### config.mk
export PLATFORM = sky130hd
export DESIGN_NAME = pio_req_router_flat
export DESIGN_NICKNAME = d
export VERILOG_FILES = /design/src/rtl/pio_req_router_pkg.sv /design/src/rtl/pio_req_router_if.sv /design/src/rtl/pio_req_router_win_match.sv /design/src/rtl/pio_req_router.sv /design/src/flat_wrapper.sv
export SDC_FILE = /design/constraint.sdc
export NUM_CORES = 2
export LEC_CHECK = 0
export ABC_AREA = 1
export CAP_MARGIN = 5
export CORE_AREA = 10 10 723 725
export DETAILED_ROUTE_END_ITERATION = 8
export DIE_AREA = 0 0 733 735
export GPL_ROUTABILITY_DRIVEN = 0
export GPL_TIMING_DRIVEN = 0
export PLACE_DENSITY_LB_ADDON = 0.25
export SETUP_SLACK_MARGIN = 0.3
export SYNTH_ARGS = -nofsm -noshare
export SYNTH_HDL_FRONTEND = slang
export SYNTH_SLANG_ARGS = --single-unit
### constraint.sdc
create_clock -name clk -period 4.3 [get_ports clk]
set_input_delay 0.43 -clock clk [delete_from_list [all_inputs] [get_ports clk]]
set_output_delay 0.43 -clock clk [all_outputs]
set_load 0.005 [all_outputs]
### src/rtl/pio_req_router_pkg.sv
// Shared definitions for the PIO request router: stream widths, tuser field
// offsets, FSM state encoding and the latched head record.
`ifndef PIO_REQ_ROUTER_DEFS
`define PIO_REQ_ROUTER_DEFS
`define PIO_DATA_W 64
`define PIO_USER_W 140
`define PIO_HEAD_W 132
`endif

package pio_req_router_pkg;

  localparam int USER_IS_WR   = 139;
  localparam int USER_BAR_HI  = 138;
  localparam int USER_BAR_LO  = 136;
  localparam int USER_ADDR_HI = 127;
  localparam int USER_ADDR_LO = 96;
  localparam int CC_HEAD_W    = 96;

  typedef enum logic [1:0] {
    ST_IDLE = 2'd0,
    ST_FWD  = 2'd1,
    ST_DROP = 2'd2
  } state_e;

  // Packed so that the struct image is exactly the m_axis head bus.
  typedef struct packed {
    logic                 is_wr;
    logic [2:0]           bar_id;
    logic [31:0]          addr;
    logic [CC_HEAD_W-1:0] cc_head;
  } head_t;

  function automatic head_t user_to_head(input logic [`PIO_USER_W-1:0] user);
    head_t h;
    h.is_wr   = user[USER_IS_WR];
    h.bar_id  = user[USER_BAR_HI:USER_BAR_LO];
    h.addr    = user[USER_ADDR_HI:USER_ADDR_LO];
    h.cc_head = user[CC_HEAD_W-1:0];
    return h;
  endfunction

endpackage

### src/rtl/pio_req_router_if.sv
// Request stream bundle: one upstream AXI-S style port and CHANNEL_NUM
// downstream request channels.
interface pio_req_router_if #(
  parameter int CHANNEL_NUM = 8,
  parameter int DATA_W      = `PIO_DATA_W
);

  logic [DATA_W-1:0]                         s_axis_req_tdata;
  logic [`PIO_USER_W-1:0]                    s_axis_req_tuser;
  logic                                      s_axis_req_tlast;
  logic                                      s_axis_req_tvalid;
  logic                                      s_axis_req_tready;

  logic [CHANNEL_NUM-1:0][DATA_W-1:0]        m_axis_req_data;
  logic [CHANNEL_NUM-1:0][`PIO_HEAD_W-1:0]   m_axis_req_head;
  logic [CHANNEL_NUM-1:0]                    m_axis_req_last;
  logic [CHANNEL_NUM-1:0]                    m_axis_req_valid;
  logic [CHANNEL_NUM-1:0]                    m_axis_req_ready;

  // Router side.
  modport slave (
    input  s_axis_req_tdata, s_axis_req_tuser, s_axis_req_tlast, s_axis_req_tvalid,
    output s_axis_req_tready,
    output m_axis_req_data, m_axis_req_head, m_axis_req_last, m_axis_req_valid,
    input  m_axis_req_ready
  );

  // Requester / consumer side.
  modport master (
    output s_axis_req_tdata, s_axis_req_tuser, s_axis_req_tlast, s_axis_req_tvalid,
    input  s_axis_req_tready,
    input  m_axis_req_data, m_axis_req_head, m_axis_req_last, m_axis_req_valid,
    output m_axis_req_ready
  );

endinterface

### src/rtl/pio_req_router_win_match.sv
// Combinational address-window decoder: compares one head against the whole
// window table and reports the lowest-index hit.
module pio_win_match #(
  parameter int CHANNEL_NUM = 8,
  parameter int ADDR_W      = 32,
  parameter int CHNL_W      = $clog2(CHANNEL_NUM)
) (
  input  logic [CHANNEL_NUM-1:0]             win_en,
  input  logic [CHANNEL_NUM-1:0][ADDR_W-1:0] win_base,
  input  logic [CHANNEL_NUM-1:0][ADDR_W-1:0] win_len,
  input  logic [CHANNEL_NUM-1:0][7:0]        win_mask,
  input  logic [2:0]                         bar_id,
  input  logic [ADDR_W-1:0]                  addr,
  output logic                               hit,
  output logic [CHNL_W-1:0]                  idx
);

  logic [CHANNEL_NUM-1:0] hit_vec;

  // The upper bound is formed one bit wider so a window at the top of the
  // address space cannot wrap around to low addresses; len = 0 is empty.
  always_comb begin
    for (int i = 0; i < CHANNEL_NUM; i++) begin
      hit_vec[i] = win_en[i] && win_mask[i][bar_id] &&
                   ({1'b0, addr} >= {1'b0, win_base[i]}) &&
                   ({1'b0, addr} <  ({1'b0, win_base[i]} + {1'b0, win_len[i]}));
    end
  end

  // Scanning downward lets the lowest matching index be the last one written.
  always_comb begin
    hit = 1'b0;
    idx = '0;
    for (int i = CHANNEL_NUM - 1; i >= 0; i--) begin
      if (hit_vec[i]) begin
        hit = 1'b1;
        idx = CHNL_W'(i);
      end
    end
  end

endmodule

### src/rtl/pio_req_router.sv
// PIO request router: steers each upstream packet to one of CHANNEL_NUM
// downstream channels by address window, through a one-deep output slice.
module pio_req_router
  import pio_req_router_pkg::*;
#(
  parameter int CHANNEL_NUM = 8,
  parameter int DATA_W      = `PIO_DATA_W,
  parameter int ADDR_W      = 32,
  parameter int DEF_CHNL    = 0,
  parameter int DROP_MISS   = 0,
  localparam int CHNL_W     = $clog2(CHANNEL_NUM)
) (
  input  logic                clk,
  input  logic                rst_n,
  pio_req_router_if.slave     req,
  input  logic                cfg_wr_en,
  input  logic [CHNL_W-1:0]   cfg_idx,
  input  logic [ADDR_W-1:0]   cfg_base,
  input  logic [ADDR_W-1:0]   cfg_len,
  input  logic [7:0]          cfg_bar_mask,
  input  logic                cfg_en,
  output logic [15:0]         miss_cnt,
  output logic                drop_pulse
);

  // Window table
  logic [CHANNEL_NUM-1:0]             win_en;
  logic [CHANNEL_NUM-1:0][ADDR_W-1:0] win_base;
  logic [CHANNEL_NUM-1:0][ADDR_W-1:0] win_len;
  logic [CHANNEL_NUM-1:0][7:0]        win_mask;

  // NOTE: the window table is a handful of flops, not a RAM, so it is reset
  // like any other state; this also guarantees every window starts disabled.
  // NOTE: sequential state is always updated with non-blocking assignments.
  always_ff @(posedge clk or negedge rst_n) begin
    if (!rst_n) begin
      win_en   <= '0;
      win_base <= '0;
      win_len  <= '0;
      win_mask <= '0;
    end else if (cfg_wr_en && (int'(cfg_idx) < CHANNEL_NUM)) begin
      win_en[cfg_idx]   <= cfg_en;
      win_base[cfg_idx] <= cfg_base;
      win_len[cfg_idx]  <= cfg_len;
      win_mask[cfg_idx] <= cfg_bar_mask;
    end
  end

  // Incoming head decode
  head_t             in_head;
  logic [ADDR_W-1:0] in_addr;
  logic              unused_user_bits;

  assign in_head          = user_to_head(req.s_axis_req_tuser);
  assign in_addr          = ADDR_W'(in_head.addr);
  assign unused_user_bits = ^req.s_axis_req_tuser[USER_BAR_LO-1:USER_ADDR_HI+1];

  logic              match_hit;
  logic [CHNL_W-1:0] match_idx;

  pio_win_match #(
    .CHANNEL_NUM (CHANNEL_NUM),
    .ADDR_W      (ADDR_W),
    .CHNL_W      (CHNL_W)
  ) u_win_match (
    .win_en   (win_en),
    .win_base (win_base),
    .win_len  (win_len),
    .win_mask (win_mask),
    .bar_id   (in_head.bar_id),
    .addr     (in_addr),
    .hit      (match_hit),
    .idx      (match_idx)
  );

  // Output slice and upstream handshake
  logic              out_valid_q;
  logic [CHNL_W-1:0] out_chnl_q;
  logic [DATA_W-1:0] out_data_q;
  head_t             out_head_q;
  logic              out_last_q;
  logic              take_in;
  logic              accept;

  // The slice can take a beat when empty or when its current beat leaves.
  assign take_in               = !out_valid_q || req.m_axis_req_ready[out_chnl_q];
  assign req.s_axis_req_tready = rst_n && take_in;
  assign accept                = req.s_axis_req_tvalid && req.s_axis_req_tready;

  // Packet FSM
  state_e            state_q, state_d;
  logic [CHNL_W-1:0] lock_chnl_q, lock_chnl_d;
  head_t             head_q, head_d;
  logic [CHNL_W-1:0] beat_chnl;
  head_t             beat_head;
  logic              beat_drop;
  logic              first_miss;

  // NOTE: every output of this block gets a default first, so no path can
  // leave a signal unassigned and infer a latch.
  always_comb begin
    state_d     = state_q;
    lock_chnl_d = lock_chnl_q;
    head_d      = head_q;
    beat_chnl   = lock_chnl_q;
    beat_head   = head_q;
    beat_drop   = (state_q == ST_DROP);
    first_miss  = 1'b0;

    unique case (state_q)
      ST_IDLE: begin
        // Routing uses the registered table, so a same-cycle cfg write lands later.
        beat_head  = in_head;
        first_miss = !match_hit;
        beat_chnl  = match_hit ? match_idx : CHNL_W'(DEF_CHNL);
        beat_drop  = !match_hit && (DROP_MISS != 0);
        if (accept) begin
          lock_chnl_d = beat_chnl;
          head_d      = in_head;
          if (!req.s_axis_req_tlast) state_d = beat_drop ? ST_DROP : ST_FWD;
        end
      end
      ST_FWD, ST_DROP: begin
        if (accept && req.s_axis_req_tlast) state_d = ST_IDLE;
      end
      default: state_d = ST_IDLE;
    endcase
  end

  always_ff @(posedge clk or negedge rst_n) begin
    if (!rst_n) begin
      state_q     <= ST_IDLE;
      lock_chnl_q <= '0;
      head_q      <= '0;
    end else begin
      state_q     <= state_d;
      lock_chnl_q <= lock_chnl_d;
      head_q      <= head_d;
    end
  end

  always_ff @(posedge clk or negedge rst_n) begin
    if (!rst_n) begin
      out_valid_q <= 1'b0;
      out_chnl_q  <= '0;
      out_data_q  <= '0;
      out_head_q  <= '0;
      out_last_q  <= 1'b0;
    end else if (take_in) begin
      out_valid_q <= accept && !beat_drop;
      if (accept && !beat_drop) begin
        out_chnl_q <= beat_chnl;
        out_data_q <= req.s_axis_req_tdata;
        out_head_q <= beat_head;
        out_last_q <= req.s_axis_req_tlast;
      end
    end
  end

  // Data/head/last are broadcast; only the selected channel sees valid.
  always_comb begin
    for (int i = 0; i < CHANNEL_NUM; i++) begin
      req.m_axis_req_valid[i] = out_valid_q && (out_chnl_q == CHNL_W'(i));
      req.m_axis_req_data[i]  = out_data_q;
      req.m_axis_req_head[i]  = out_head_q;
      req.m_axis_req_last[i]  = out_last_q;
    end
  end

  // Statistics: drop_pulse lines up with the cycle the beat would have shown downstream.
  always_ff @(posedge clk or negedge rst_n) begin
    if (!rst_n) begin
      miss_cnt   <= '0;
      drop_pulse <= 1'b0;
    end else begin
      if (accept && first_miss && (miss_cnt != 16'hFFFF)) miss_cnt <= miss_cnt + 16'd1;
      drop_pulse <= accept && beat_drop && req.s_axis_req_tlast;
    end
  end

endmodule

### src/flat_wrapper.sv
// flat-port wrapper written by rule: the top's interface ports become plain ports
module pio_req_router_flat import pio_req_router_pkg::*;
#(
  parameter int CHANNEL_NUM = 8,
  parameter int DATA_W      = `PIO_DATA_W,
  parameter int ADDR_W      = 32,
  parameter int DEF_CHNL    = 0,
  parameter int DROP_MISS   = 0,
  localparam int CHNL_W     = $clog2(CHANNEL_NUM)
)
  (clk, rst_n, cfg_wr_en, cfg_idx, cfg_base, cfg_len, cfg_bar_mask, cfg_en, miss_cnt, drop_pulse, req_s_axis_req_tdata, req_s_axis_req_tuser, req_s_axis_req_tlast, req_s_axis_req_tvalid, req_s_axis_req_tready, req_m_axis_req_data, req_m_axis_req_head, req_m_axis_req_last, req_m_axis_req_valid, req_m_axis_req_ready);
  pio_req_router_if #(.CHANNEL_NUM(CHANNEL_NUM), .DATA_W(DATA_W)) req_i ();
  input  logic clk;
  input  logic rst_n;
  input  logic cfg_wr_en;
  input  logic [CHNL_W-1:0] cfg_idx;
  input  logic [ADDR_W-1:0] cfg_base;
  input  logic [ADDR_W-1:0] cfg_len;
  input  logic [7:0] cfg_bar_mask;
  input  logic cfg_en;
  output logic [15:0] miss_cnt;
  output logic drop_pulse;
  input wire logic [$bits(req_i.s_axis_req_tdata)-1:0] req_s_axis_req_tdata;
  input wire logic [$bits(req_i.s_axis_req_tuser)-1:0] req_s_axis_req_tuser;
  input wire logic [$bits(req_i.s_axis_req_tlast)-1:0] req_s_axis_req_tlast;
  input wire logic [$bits(req_i.s_axis_req_tvalid)-1:0] req_s_axis_req_tvalid;
  output wire logic [$bits(req_i.s_axis_req_tready)-1:0] req_s_axis_req_tready;
  output wire logic [$bits(req_i.m_axis_req_data)-1:0] req_m_axis_req_data;
  output wire logic [$bits(req_i.m_axis_req_head)-1:0] req_m_axis_req_head;
  output wire logic [$bits(req_i.m_axis_req_last)-1:0] req_m_axis_req_last;
  output wire logic [$bits(req_i.m_axis_req_valid)-1:0] req_m_axis_req_valid;
  input wire logic [$bits(req_i.m_axis_req_ready)-1:0] req_m_axis_req_ready;
  assign req_i.s_axis_req_tdata = req_s_axis_req_tdata;
  assign req_i.s_axis_req_tuser = req_s_axis_req_tuser;
  assign req_i.s_axis_req_tlast = req_s_axis_req_tlast;
  assign req_i.s_axis_req_tvalid = req_s_axis_req_tvalid;
  assign req_s_axis_req_tready = req_i.s_axis_req_tready;
  assign req_m_axis_req_data = req_i.m_axis_req_data;
  assign req_m_axis_req_head = req_i.m_axis_req_head;
  assign req_m_axis_req_last = req_i.m_axis_req_last;
  assign req_m_axis_req_valid = req_i.m_axis_req_valid;
  assign req_i.m_axis_req_ready = req_m_axis_req_ready;
  pio_req_router #(.CHANNEL_NUM(CHANNEL_NUM), .DATA_W(DATA_W), .ADDR_W(ADDR_W), .DEF_CHNL(DEF_CHNL), .DROP_MISS(DROP_MISS)) u_core (.clk(clk), .rst_n(rst_n), .req(req_i), .cfg_wr_en(cfg_wr_en), .cfg_idx(cfg_idx), .cfg_base(cfg_base), .cfg_len(cfg_len), .cfg_bar_mask(cfg_bar_mask), .cfg_en(cfg_en), .miss_cnt(miss_cnt), .drop_pulse(drop_pulse));
endmodule
==> summary.txt <==
Floorplan
  – Rows: 262
  – Die X: 733 microns
  – Core area: 508,000 sq um
  – Initial Utilization: 13.9%
  – Num ports: 1,895
  – Chip height: 735 microns
  – Die footprint: 539,000 sq um

Global routing
  – Antenna violations before repair: 109
  – Tot GR Track Use: 17.4%
  – Global route overflow: 0
  – First-pass GRT wire length: 635,000 microns
  – Vias in the first global route: 67,849
  – Largest net degree at the start of global routing: 156

Final layout
  – Fin cells: 17,954
  – Area growth syn-to-layout: 51.4%
  – Sequential cell area: 23,600 sq um
  – Multi-input logic area: 34,100 sq um
  – Share of layout cells above drive strength 1: 19.9%
  – Nets: 12,120
  – Filler cells: 56,752
  – Core Util, Final: 21.0%

Synthesis
  – Largest cells by area after synthesis: dfrtp_1 33%, buf_4 15%, ha_1 14%
  – Syn_nets: 9,911
  – Post-synth EDFFs: 0
  – Post-Synth Simple-Gate Area: 15.1%
  – Synth Register Bits: 937
  – Post-synth top area share: 33.3%
  – Synth cell types: 62
  – Synth warnings: 0
  – Mapped cell area: 70,400 sq um
  – Area leader, netlist: dfrtp_1
  – Largest family of logic cells by synthesized area: buffers and inverters
  – Most common cell in the netlist: nand2_1
  – Async SR Flop Fraction: 100%
  – Mean post-synth cell area: 7.96 sq um
  – Top FF cell, synth: dfrtp_1
  – Syn Inst Count: 8,849
  – Synth Area in XOR/XNOR: 3.11%
  – Sequential area share after synthesis: 33.3%
  – Compound-Gate Fraction of Synth Area: 14.5%
  – Post-synthesis mux area share: 0%
  – Synth Area in Adders: 13.7%
  – Synth top cells by count: 1,805 x nand2_1, 1,381 x buf_4, 937 x dfrtp_1

Worst setup path
  – Worst Path Arrival: 5.24 ns
  – WP data required: 4.93 ns
  – Critical Path Most Common Cell: nand2_1
  – CP max-delay cell: dfrtp_1
  – Largest stage delay on the critical path: 0.41 ns
  – Startpoint Class: flip-flop
  – Kind of cell adding the most delay to the critical path: simple AND/OR/NAND/NOR gates
  – CP endpoint kind: flip-flop
  – Crit Path Category: flip-flop to flip-flop
  – Buffers & Inverters on Critical Path: 3
  – Max FO, Critical Path: 6
  – Worst-path cell chain: ha_1 -> inv_1 -> o21bai_1 -> a31oi_4 -> o21ai_4 -> a31oi_1 -> o21ai_0 -> nand3_1 -> nand2_1 -> xnor2_1 -> ha_1 -> nand4_1 -> nor4_4 -> nand4_1 -> nor2_2 -> nor2_1 -> a21oi_4 -> buf_12 -> nand4_4 -> buf_6 -> nand2_1 -> nand2_1

Min path
  – HP Class: input port to flip-flop

Placed design
  – Placed Instances: 17,560
  – # port buffers: 1,883
  – Placed wire-length estimate: 430,000 microns

CTS
  – H-tree depth: 3
  – CTS tree: built
  – Clk sink count: 937
  – CTS buffer count: 114
  – Root buf cell: clkbuf_16
  – Clock-pin slew on the worst setup and hold paths: 0.07 ns
  – Clock Latency Late Sink: 0.81 ns
  – Clock tree buffer depth: 3

STA
  – RSZ-0062 raised after global routing: yes
  – Slew headroom: 5.68%
  – Endpoints failing hold: 0
  – F_max: 217 MHz
  – Min Tclk post-route: 4.62 ns
  – Slew @ Worst Pin: 1.41 ns
  – Fin crit share: 107%
  – Final Setup Violations: 22
  – Final TNS setup: -5.78 ns
  – Final Skew: 0.0901 ns
  – Setup WS post-layout: -0.316 ns
  – Max-slew violation count: 0

Routing
  – Number of routed nets with antenna violations: 0
  – Avg Vias per Cell: 3.81
  – DRT Pass-1 Iters: 5
  – Routed len/inst: 27.5 microns
  – Vias: 68,425
  – DR iter-0 viols: 4,490
  – DRC viols: 0
  – DRT Wirelength: 494,000 microns

Outcome
  – Failing checks: negative setup slack
  – Status: finished with violations

Flow run
  – MaxCap Viol Count: 0

Power and ir drop
  – Int Pwr: 45.0 mW
  – Seq pwr share: 24.6%
  – Max IR drop VDD: 363 uV
  – PD cells: 745 nW/um^2
  – Clock power share: 13.6%
  – Combinational Power Share: 61.9%
  – Leak Pwr: 48.7 nW
  – Switching Fraction: 43.4%
  – Switch Pwr: 34.5 mW
## registers in the layout (all words and copies together) (netlist names), 3 cells and up
register and count:
u_core.req.m_axis_req_head 132, u_core.lock_chnl_q 3, u_core.miss_cnt 16, u_core.win_len 256, u_core.out_data_q 64, u_core.win_base 256, u_core.win_mask 64, u_core.win_en 8
u_core.head_q 132, u_core.out_chnl_q 3
## placed cells by master (no fill, tap or decap), types with 47 or more instances in the layout
cell and count:
clkdlybuf4s50_1 1873, nand2_1 1766, buf_4 1480, dfrtp_1 852
o21ai_0 817, inv_1 771, ha_1 742, a21oi_1 562
nor2_1 473, clkbuf_1 204, xor2_1 126, xnor2_1 124
clkbuf_16 119, nand3_1 102, nand4_1 86, dfrtp_2 85
o22ai_1 84, o211ai_1 66, diode_2 65, buf_12 63
nand2_2 52, buf_2 47
## tightest hold or removal path: stages
cell and delay [ns]:
clkdlybuf4s50_1 0.39, inv_1 0.06, o22ai_1 0.08
## layer usage
| metal | up-vias | track usage [%] | share of wire [%] | wire (microns) |
|---|---|---|---|---|
| met5 | - | 0 | 0.041 | 204 |
| met4 | 30 | 5.14 | 3.5 | 17200 |
| met3 | 373 | 3.56 | 5.6 | 27800 |
| met2 | 2069 | 28.9 | 46 | 227000 |
| met1 | 33544 | 22.7 | 45 | 221000 |
| li1 | 32409 | - | - | - |
## metrics by stage
stage	worst slack [ns]	power, mW	instance area, sq um	hold slack, ns
after floorplan	0.305	34.9	70400	0.134
after global placement	-45.00	67.0	97700	0.461
after detailed placement	-2.16	68.7	99900	0.430
after CTS	-0.439	80.5	106000	0.140
after global routing	-0.506	84.1	106000	0.186
final	-0.316	79.4	107000	0.201
## area by class of cell
| type | instances | area share, % |
|---|---|---|
| Multi-Input combinational cell | 5518 | 32.0 |
| Sequential cell | 937 | 22.1 |
| Timing Repair Buffer | 2093 | 20.6 |
| Buffer | 1614 | 10.7 |
| Tap cell | 6732 | 7.90 |
| Clock buffer | 163 | 3.05 |
| Inverter | 780 | 2.76 |
| Clock inverter | 52 | 0.768 |
| Antenna cell | 65 | 0.153 |
## kinds of logic after synthesis
group                    after synthesis
AO/OA/AOI/OAI                       1864
XOR/XNOR                             250
adder cells (fa/ha/maj)              769
buffers and inverters               2394
flip-flops                           937
other                                  1
AND/OR/NAND/NOR                     2634
## final timing paths
path | startpoint | slack [ns] | to | cells past startpoint
max | u_core.win_base[132]$_DFFE_PN0P_ | -0.32 | u_core.miss_cnt[13]$_DFFE_PN0P_ | 22
min | req_s_axis_req_tuser[20] | 0.20 | u_core.req.m_axis_req_head[20]$_DFFE_PN0P_ | 3
max reg2reg | u_core.win_base[132]$_DFFE_PN0P_ | -0.32 | u_core.miss_cnt[13]$_DFFE_PN0P_ | 22
max in group asynchronous | rst_n | 2.08 | u_core.req.m_axis_req_head[63]$_DFFE_PN0P_ | 5
min reg2reg | u_core.win_mask[45]$_DFFE_PN0P_ | 0.48 | u_core.win_mask[45]$_DFFE_PN0P_ | 2
min in group asynchronous | rst_n | 0.29 | u_core.head_q[13]$_DFFE_PN0P_ | 3
## power by group through the flow
stage	clock network [mW]	registers (mW)	logic, mW
finish	10.8	19.5	49.1
global route	11.4	19.9	52.9
global placement	0	23.8	43.2
CTS	11.1	19.8	49.7
detailed placement	0	19.9	48.7
floorplan	0	14.0	20.9
## what timing repair did
item	4_1_cts	5_1_grt
buffers inserted	58	43
endpoints found under the setup margin	352	33
gates cloned	2	0
hold buffers	2	0
hold endpoints to repair	94	0
pin swaps	96	93
resized for setup	260	86
No activity file was read; power rests on OpenSTA's default activity.
